`config.mk`:
```
export PLATFORM = sky130hd
export DESIGN_NAME = cla_pipe_adder
export DESIGN_NICKNAME = d
export VERILOG_FILES = /design/src/rtl/cla_pipe_adder_pkg.sv /design/src/rtl/cla_lookahead_4.sv /design/src/rtl/cla_pipe_adder.sv
export SDC_FILE = /design/constraint.sdc
export NUM_CORES = 1
export LEC_CHECK = 0
export CAP_MARGIN = 20
export CORE_ASPECT_RATIO = 1.4
export CORE_MARGIN = 5
export CORE_UTILIZATION = 30
export CTS_BUF_LIST = sky130_fd_sc_hd__clkbuf_8
export DETAILED_ROUTE_END_ITERATION = 7
export PLACE_DENSITY = 0.51
export SETUP_SLACK_MARGIN = 0.5
export SYNTH_ARGS = -nofsm -noshare
export SYNTH_HDL_FRONTEND = slang
export SYNTH_SLANG_ARGS = --single-unit
```
`constraint.sdc`:
```
create_clock -name clk -period 3.8 [get_ports clk]
set_input_delay 0.57 -clock clk [delete_from_list [all_inputs] [get_ports clk]]
set_output_delay 0.57 -clock clk [all_outputs]
set_load 0.02 [all_outputs]
```
`src/rtl/cla_pipe_adder_pkg.sv`:
```
// rtl/cla_pipe_adder_pkg.sv - shared constants for the pipelined carry-lookahead adder
package cla_pipe_adder_pkg;
  localparam int NIB_W      = 4;
  localparam int DEF_WIDTH  = 16;
  localparam int DEF_GROUPS = DEF_WIDTH / NIB_W;

  function automatic int num_groups(input int width);
    return width / NIB_W;
  endfunction
endpackage

```
`src/rtl/cla_lookahead_4.sv`:
```
// rtl/cla_lookahead_4.sv - 4-bit lookahead cell: group G/P and flattened carries c1..c4
module cla_lookahead_4
  import cla_pipe_adder_pkg::*;
(
  input  logic [NIB_W-1:0] g,
  input  logic [NIB_W-1:0] p,
  input  logic             c0,
  output logic [NIB_W-1:0] c,
  output logic             grp_g,
  output logic             grp_p
);
  // c[i] is the carry into position i+1; every term is a flat sum of products.
  assign c[0] = g[0] | (p[0] & c0);
  assign c[1] = g[1] | (p[1] & g[0]) | (p[1] & p[0] & c0);
  assign c[2] = g[2] | (p[2] & g[1]) | (p[2] & p[1] & g[0]) | (p[2] & p[1] & p[0] & c0);
  assign c[3] = grp_g | (grp_p & c0);

  assign grp_g = g[3] | (p[3] & g[2]) | (p[3] & p[2] & g[1]) | (p[3] & p[2] & p[1] & g[0]);
  assign grp_p = &p;
endmodule

```
`src/rtl/cla_pipe_adder.sv`:
```
// rtl/cla_pipe_adder.sv - two-stage valid/ready carry-lookahead adder
module cla_pipe_adder
  import cla_pipe_adder_pkg::*;
#(
  parameter int WIDTH = 16
) (
  input  logic             clk,
  input  logic             rst_n,
  input  logic             in_valid,
  output logic             in_ready,
  input  logic [WIDTH-1:0] a,
  input  logic [WIDTH-1:0] b,
  input  logic             cin,
  output logic             out_valid,
  input  logic             out_ready,
  output logic [WIDTH-1:0] sum,
  output logic             cout,
  output logic             grp_g,
  output logic             grp_p,
  output logic             ovf
);
  localparam int NG = num_groups(WIDTH);
  localparam int NB = (NG + NIB_W - 1) / NIB_W;

  logic             s1_valid, s1_cin, s1_adv, s2_adv;
  logic [WIDTH-1:0] s1_g, s1_p, g_in, p_in, unused_cz;
  logic [NG-1:0]    s1_gg, s1_gp, gg_in, gp_in, unused_g2, unused_p2;

  assign s2_adv   = !out_valid || out_ready;
  assign s1_adv   = !s1_valid || s2_adv;
  assign in_ready = s1_adv;

  assign g_in = a & b;
  assign p_in = a ^ b;

  for (genvar j = 0; j < NG; j++) begin : g_grp
    cla_lookahead_4 u_grp (
      .g(g_in[NIB_W*j +: NIB_W]), .p(p_in[NIB_W*j +: NIB_W]), .c0(1'b0),
      .c(unused_cz[NIB_W*j +: NIB_W]), .grp_g(gg_in[j]), .grp_p(gp_in[j])
    );
  end

  // Unused top slots of the second level are padded as pure propagate so carries pass through.
  logic [NIB_W*NB-1:0] pad_g, pad_p;
  logic [NIB_W*NB:0]   nib_c;
  logic [NB-1:0]       blk_g, blk_p;

  always_comb begin
    pad_g = '0;
    pad_p = '1;
    pad_g[NG-1:0] = s1_gg;
    pad_p[NG-1:0] = s1_gp;
  end

  assign nib_c[0] = s1_cin;
  for (genvar k = 0; k < NB; k++) begin : g_lvl2
    cla_lookahead_4 u_lvl2 (
      .g(pad_g[NIB_W*k +: NIB_W]), .p(pad_p[NIB_W*k +: NIB_W]), .c0(nib_c[NIB_W*k]),
      .c(nib_c[NIB_W*k+1 +: NIB_W]), .grp_g(blk_g[k]), .grp_p(blk_p[k])
    );
  end

  logic [WIDTH:0] carry;
  assign carry[0] = s1_cin;
  for (genvar j = 0; j < NG; j++) begin : g_bit
    cla_lookahead_4 u_bit (
      .g(s1_g[NIB_W*j +: NIB_W]), .p(s1_p[NIB_W*j +: NIB_W]), .c0(nib_c[j]),
      .c(carry[NIB_W*j+1 +: NIB_W]), .grp_g(unused_g2[j]), .grp_p(unused_p2[j])
    );
  end

  logic word_g, unused_tail;
  always_comb begin
    word_g = 1'b0;
    for (int k = 0; k < NB; k++) word_g = blk_g[k] | (blk_p[k] & word_g);
  end
  assign unused_tail = ^{nib_c, carry[WIDTH]};

  always_ff @(posedge clk or negedge rst_n) begin
    if (!rst_n) begin
      s1_valid  <= 1'b0;
      s1_g      <= '0;
      s1_p      <= '0;
      s1_gg     <= '0;
      s1_gp     <= '0;
      s1_cin    <= 1'b0;
      out_valid <= 1'b0;
      sum       <= '0;
      cout      <= 1'b0;
      grp_g     <= 1'b0;
      grp_p     <= 1'b0;
      ovf       <= 1'b0;
    end else begin
      if (s1_adv) begin
        s1_valid <= in_valid;
        if (in_valid) begin
          s1_g   <= g_in;
          s1_p   <= p_in;
          s1_gg  <= gg_in;
          s1_gp  <= gp_in;
          s1_cin <= cin;
        end
      end
      if (s2_adv) begin
        out_valid <= s1_valid;
        if (s1_valid) begin
          sum   <= s1_p ^ carry[WIDTH-1:0];
          cout  <= nib_c[NG];
          grp_g <= word_g;
          grp_p <= &blk_p;
          ovf   <= carry[WIDTH-1] ^ nib_c[NG];
        end
      end
    end
  end
endmodule
```
==> results.yml, run 1 <==
synthesis:
  yosysSeqAreaShare_pct: 48.9
  synth.distinct_cells: 45
  synthArstFlopShare_pct: 100
  synth_xor_area_share_pct: 1.38
  synth_fa_ha_area_share_pct: 6.71
  synth_area_per_cell_um2: 11.2
  syn_inst: 284
  synth_area_um2: 3170
  synth-seq-cells: 62
  yosys.area_share.simple_pct: 9.90
  synth_top_family_by_area: "compound AO/OA/AOI/OAI gates"
  synth_compound_area_share_pct: 18.5
  synth_nets: 338
  synth_edf_count: 0
  synth_warnings: 0
  ys.flop_type: "dfrtp_1"
  synth_mux_area_share_pct: 11.4
cells_and_area:
  area_growth_pct: 27.5
  layout.nets: 401
  final_common_cell: "dfrtp_1"
  layout_common_cells: "62 x dfrtp_1, 57 x clkdlybuf4s50_1, 33 x o21ai_0, 32 x mux2_2, 29 x nand2_1"
  antennaDiodeCount: 0
  final_area_um2: 4050
  drive_above_1_share_pct: 16.5
setup_path:
  crit_required_ns: 3.23
  cp.arrival_ns: 1.86
  worstSetupEndpointType: "output pin"
  cp-start-kind: "input port"
  crit_type: "in2out"
  cp_max_fo: 3
cts:
  post_cts_resized: 0
  ctsLongestPathBuffers: 2
  cts_num_sinks: 62
  root_buffer: "clkbuf_8"
  cts_post_setup_buffers_inserted: 0
  clk-insertion-delay-late_ns: 0.35
  ctsHoldBuffers: 0
  cts.clk_slew.worst_paths_ns: 0.06
  tritoncts: "done"
  cts_max_level: 3
  numCtsBuffers: 9
grt:
  grt-ovfl-total: 0
  grt_max_degree: 49
  grt_pass1_vias: 2486
  grt_pass1_wl_mm: 12.6
  antenna_found_initial: 0
  grt_usage_pct: 12.3
sta:
  rsz0062_at_grt: "false"
  layout_min_cycle_time_ns: 2.43
  fmaxAchievable_mhz: 412
  fin_setup_tns_ns: 0
  hold_viol_final: 0
  finalSetupViolations: 0
  fin_skew_ns: 0.00547
  slew_viol_final: 0
  tightest_slew_ns: 0.911
  maxSlewHeadroom_pct: 39.3
  finalCritPeriodShare_pct: 63.8
min_path:
  hold_path_class: "in2async"
floorplanning:
  die_area_um2: 12800
  ios: 59
  die_w_um: 96.9
  die_h_um: 132
  initial_core_util_pct: 30.6
  core_area_um2: 10300
  num_rows: 44
power_and_ir_drop:
  power_density_nw_per_um2: 516
  p_leak_nw: 1.75
  total_power_mw: 2.09
  peakVddDrop_uv: 167
status:
  status: "finished, final reports clean"
place:
  gp_congestion: 0.743
  place_area_um2: 3880
  dpl.hpwl_mm: 5.51
  port_buffers: 58
drt:
  drc_errors: 0
  antenna_left: 0
  drt_pre_antenna_iters: 4
  vias: 2387
  wl_per_cell_um: 15.2
  wl_mm: 7.45
  avgViaCountPerCell: 4.88
  drtIter0Drc: 79
flow_run:
  max-cap-violations: 0
[cells by family after synthesis]
logic type                 after synthesis
muxes                                   32
and+or+nand+nor                         63
DFF                                     62
xor gates and xnor gates                 5
AOI/OAI and AO/OA                       87
adders and majority gates               17
buffers and inverters                   18
[cell type report]
cell class | instances | area [µm²]
multi-input combinational | 204 | 1520
sequential | 62 | 1550
tap | 138 | 173
fill | 1068 | 6300
clock buffer | 11 | 151
inverter | 8 | 30.0
timing repair buffer | 62 | 606
clock inverter | 4 | 16.3
[Yosys cell counts (3+ instances only)]
library cell,n,area (µm²)
dfrtp_1,62,1550
o21ai_0,33,165
mux2_2,32,360
nand2_1,29,109
ha_1,17,213
a21o_1,9,67.6
inv_1,8,30.0
a21oi_1,7,35.0
a211oi_1,6,45.0
nand4_1,6,37.5
buf_2,5,25.0
nand3_1,5,25.0
nor2_1,5,18.8
o2111ai_1,4,35.0
o211ai_1,4,30.0
or4_1,4,30.0
o21a_1,3,22.5
o21bai_1,3,22.5
xnor2_1,3,26.3
[sequential cells by signal, summed over array words and instances, names as in the netlist]
name	flops
s1_valid	1
cout	1
out_valid	1
s1_p	16
s1_cin	1
sum	16
pad_g	4
pad_p	4
grp_g	1
ovf	1
grp_p	1
s1_g	15
[report_power, final]
group	switching [mW]	internal, mW	total, mW	leakage (nW)
combinational	0.320	0.337	0.657	0.888
clock	0.244	0.260	0.505	0.0990
sequential	0.126	0.799	0.925	0.763
total	0.690	1.40	2.09	1.75
[path summary, 6_finish.rpt]
check	endpoint	slack (ns)	start	cells past startpoint
max	in_ready	1.37	out_ready	3
min reg2reg	sum[14]	0.48	sum[14]	2
min	s1_g[3]	0.35	rst_n	1
min in group clk	sum[14]	0.48	sum[14]	2
max reg2reg	sum[12]	1.82	out_valid	5
max in group asynchronous	s1_valid	2.57	rst_n	2
[layer usage]
layer	track usage (%)	share of wire, %	vias up	wire length [µm]
met4	7.57	3.4	0	250
met2	19.7	50	55	3710
met3	2.76	3.4	16	256
met1	15.1	43	1132	3230
met5	0	0	-	0
li1	-	-	1184	-
[critical path: stages]
cell             delay [ns]
clkdlybuf4s50_1        0.50
nand3b_1               0.16
clkdlybuf4s50_1        0.62
[stage by stage]
stage / setup slack [ns] / instances / hold WS (ns) / util [%]
2_1_floorplan: 1.96 / 284 / 0.274 / -
3_3_place_gp: 1.22 / 474 / 0.463 / 37.5
3_5_place_dp: 1.18 / 474 / 0.467 / 37.5
4_1_cts: 1.37 / 489 / 0.373 / 39.1
5_1_grt: 1.34 / 489 / 0.433 / 39.1
6_report: 1.37 / 489 / 0.350 / 39.1
(Power assumes the default switching activity.)
==> inputs of run 2 (changes only) <==
==> constraint.sdc (replaced) <==
create_clock -name clk -period 2.29 [get_ports clk]
set_input_delay 0.3435 -clock clk [delete_from_list [all_inputs] [get_ports clk]]
set_output_delay 0.3435 -clock clk [all_outputs]
set_load 0.02 [all_outputs]
==> results.yml, run 2 (same netlist as run 1, synthesis figures left out) <==
status:
  status: "finished, final reports clean"
place:
  pre_cts_ws_ns: 0.169
  gp_congestion: 0.729
  place_area_um2: 3930
  port_buffers: 58
  dpl.hpwl_mm: 5.42
power_and_ir_drop:
  pwr-share-clk_pct: 28.4
  pwr-share-comb_pct: 29.9
  sw_frac_of_total_pct: 31.6
  internal_power_mw: 2.52
  p_sw_mw: 1.16
  p_leak_nw: 1.79
  peakVddDrop_uv: 277
  power_density_nw_per_um2: 885
  seqPwrFrac_pct: 41.7
cells_and_area:
  layout.nets: 404
  top_regs: "s1_p: 16 flops, sum: 16 flops, s1_g: 15 flops"
  area_growth_pct: 30.9
  n_fill_cell: 1071
  final_common_cell: "dfrtp_1"
  drive_above_1_share_pct: 18.6
  final_area_um2: 4150
  layout_common_cells: "62 x dfrtp_1, 56 x clkdlybuf4s50_1, 33 x o21ai_0, 32 x mux2_2, 29 x nand2_1"
  antennaDiodeCount: 0
setup_path:
  cp_slowest_stage_delay_ns: 0.62
  crit_type: "reg2out"
  cp_max_fo: 2
  worstSetupEndpointType: "output pin"
  r2r_start: "s1_cin"
  crit_required_ns: 1.95
  crit_chain: "clkdlybuf4s50_1"
  cp.arrival_ns: 1.36
  cpMaxStageDelayCell: "clkdlybuf4s50_1"
  cp-start-kind: "flop"
  critPathBufInv: 1
  worstSetupStartpoint: "grp_g"
  crit_family: "buffers and inverters"
grt:
  grt_pass1_wl_mm: 12.5
  grt-ovfl-total: 0
  antenna_found_initial: 0
  grt_max_degree: 63
  grt_pass1_vias: 2544
  grt_usage_pct: 12.3
cts:
  cts_max_level: 3
  ctsLongestPathBuffers: 2
  tritoncts: "done"
  clk-insertion-delay-late_ns: 0.35
  root_buffer: "clkbuf_8"
  cts_num_sinks: 62
  numCtsBuffers: 9
  cts_post_setup_buffers_inserted: 0
  cts.clk_slew.worst_paths_ns: 0.07
sta:
  whs_ns: 0.00911
  rsz0062_at_grt: "true"
  fmaxAchievable_mhz: 586
  tightest_slew_ns: 0.500
  finalCritPeriodShare_pct: 74.5
  maxSlewHeadroom_pct: 66.6
  fin_setup_tns_ns: 0
  hold_viol_final: 0
  fin_skew_ns: 0.0108
  finalSetupViolations: 0
  layout_min_cycle_time_ns: 1.71
  fin_ws_ns: 0.585
  slew_viol_final: 0
drt:
  drc_errors: 0
  vias: 2418
  antenna_left: 0
  wl_per_cell_um: 14.9
  drt_pre_antenna_iters: 4
  drtIter0Drc: 72
  avgViaCountPerCell: 4.90
  wl_mm: 7.36
floorplanning:
  die_area_um2: 12800
  ios: 59
  initial_core_util_pct: 30.6
  die_w_um: 96.9
  die_h_um: 132
  num_rows: 44
  core_area_um2: 10300
flow_run:
  max-cap-violations: 0
min_path:
  hold_path_class: "in2async"
## run 2: path summary, 6_finish.rpt
path / end / slack [ns] / cells past startpoint
worst max-delay path: grp_g / 0.58 / 1
worst min-delay path: s1_p[3] / 0.009 / 2
worst max register to register: sum[7] / 0.64 / 4
worst min register to register: sum[0] / 0.47 / 2
max in group asynchronous: sum[11] / 2.01 / 2
min in group clk: sum[0] / 0.47 / 2
## run 2: per-layer routing
layer | wire, µm | vias up | GRT usage [%]
met5 | 0 | - | 0
met4 | 193 | 0 | 7.03
met3 | 210 | 12 | 2.76
met2 | 3730 | 43 | 20.2
met1 | 3230 | 1172 | 14.6
li1 | - | 1191 | -
## run 2: repair_timing
action,in CTS,in global routing
resized for setup,1,2
cloned,0,0
hold buffers,0,0
endpoints found under the setup margin,1,6
## run 2: worst register-to-register path, cell delays in order, from the launching register on
cell	delay, ns
dfrtp_1	0.49
a211oi_1	0.36
o21bai_1	0.18
a2111o_1	0.43
o311ai_1	0.08
## run 2: power groups by stage
stage	registers [mW]	logic, mW	clock network, mW
floorplan	1.64	0.521	0
detailed placement	1.55	1.12	0
global placement	1.55	1.10	0
finish	1.53	1.10	1.04
CTS	1.54	1.12	1.07
global route	1.57	1.22	1.12
## run 2: area by class of cell
cell class	count	area, µm²	share of cell area [%]
clock buffer	13	179	4.31
clock inverter	3	40.0	0.964
inverter	8	30.0	0.723
multi-input combinational	204	1530	36.8
sequential	62	1550	37.4
tap	138	173	4.16
timing repair buffer	65	652	15.7
## run 2: stage by stage
stage               power [mW]  instances  utilization [%]
floorplan                 2.16        284                -
global placement          2.66        477             37.9
detailed placement        2.67        477             37.9
CTS                       3.72        493             40.0
global route              3.92        493             40.1
finish                    3.68        493             40.1
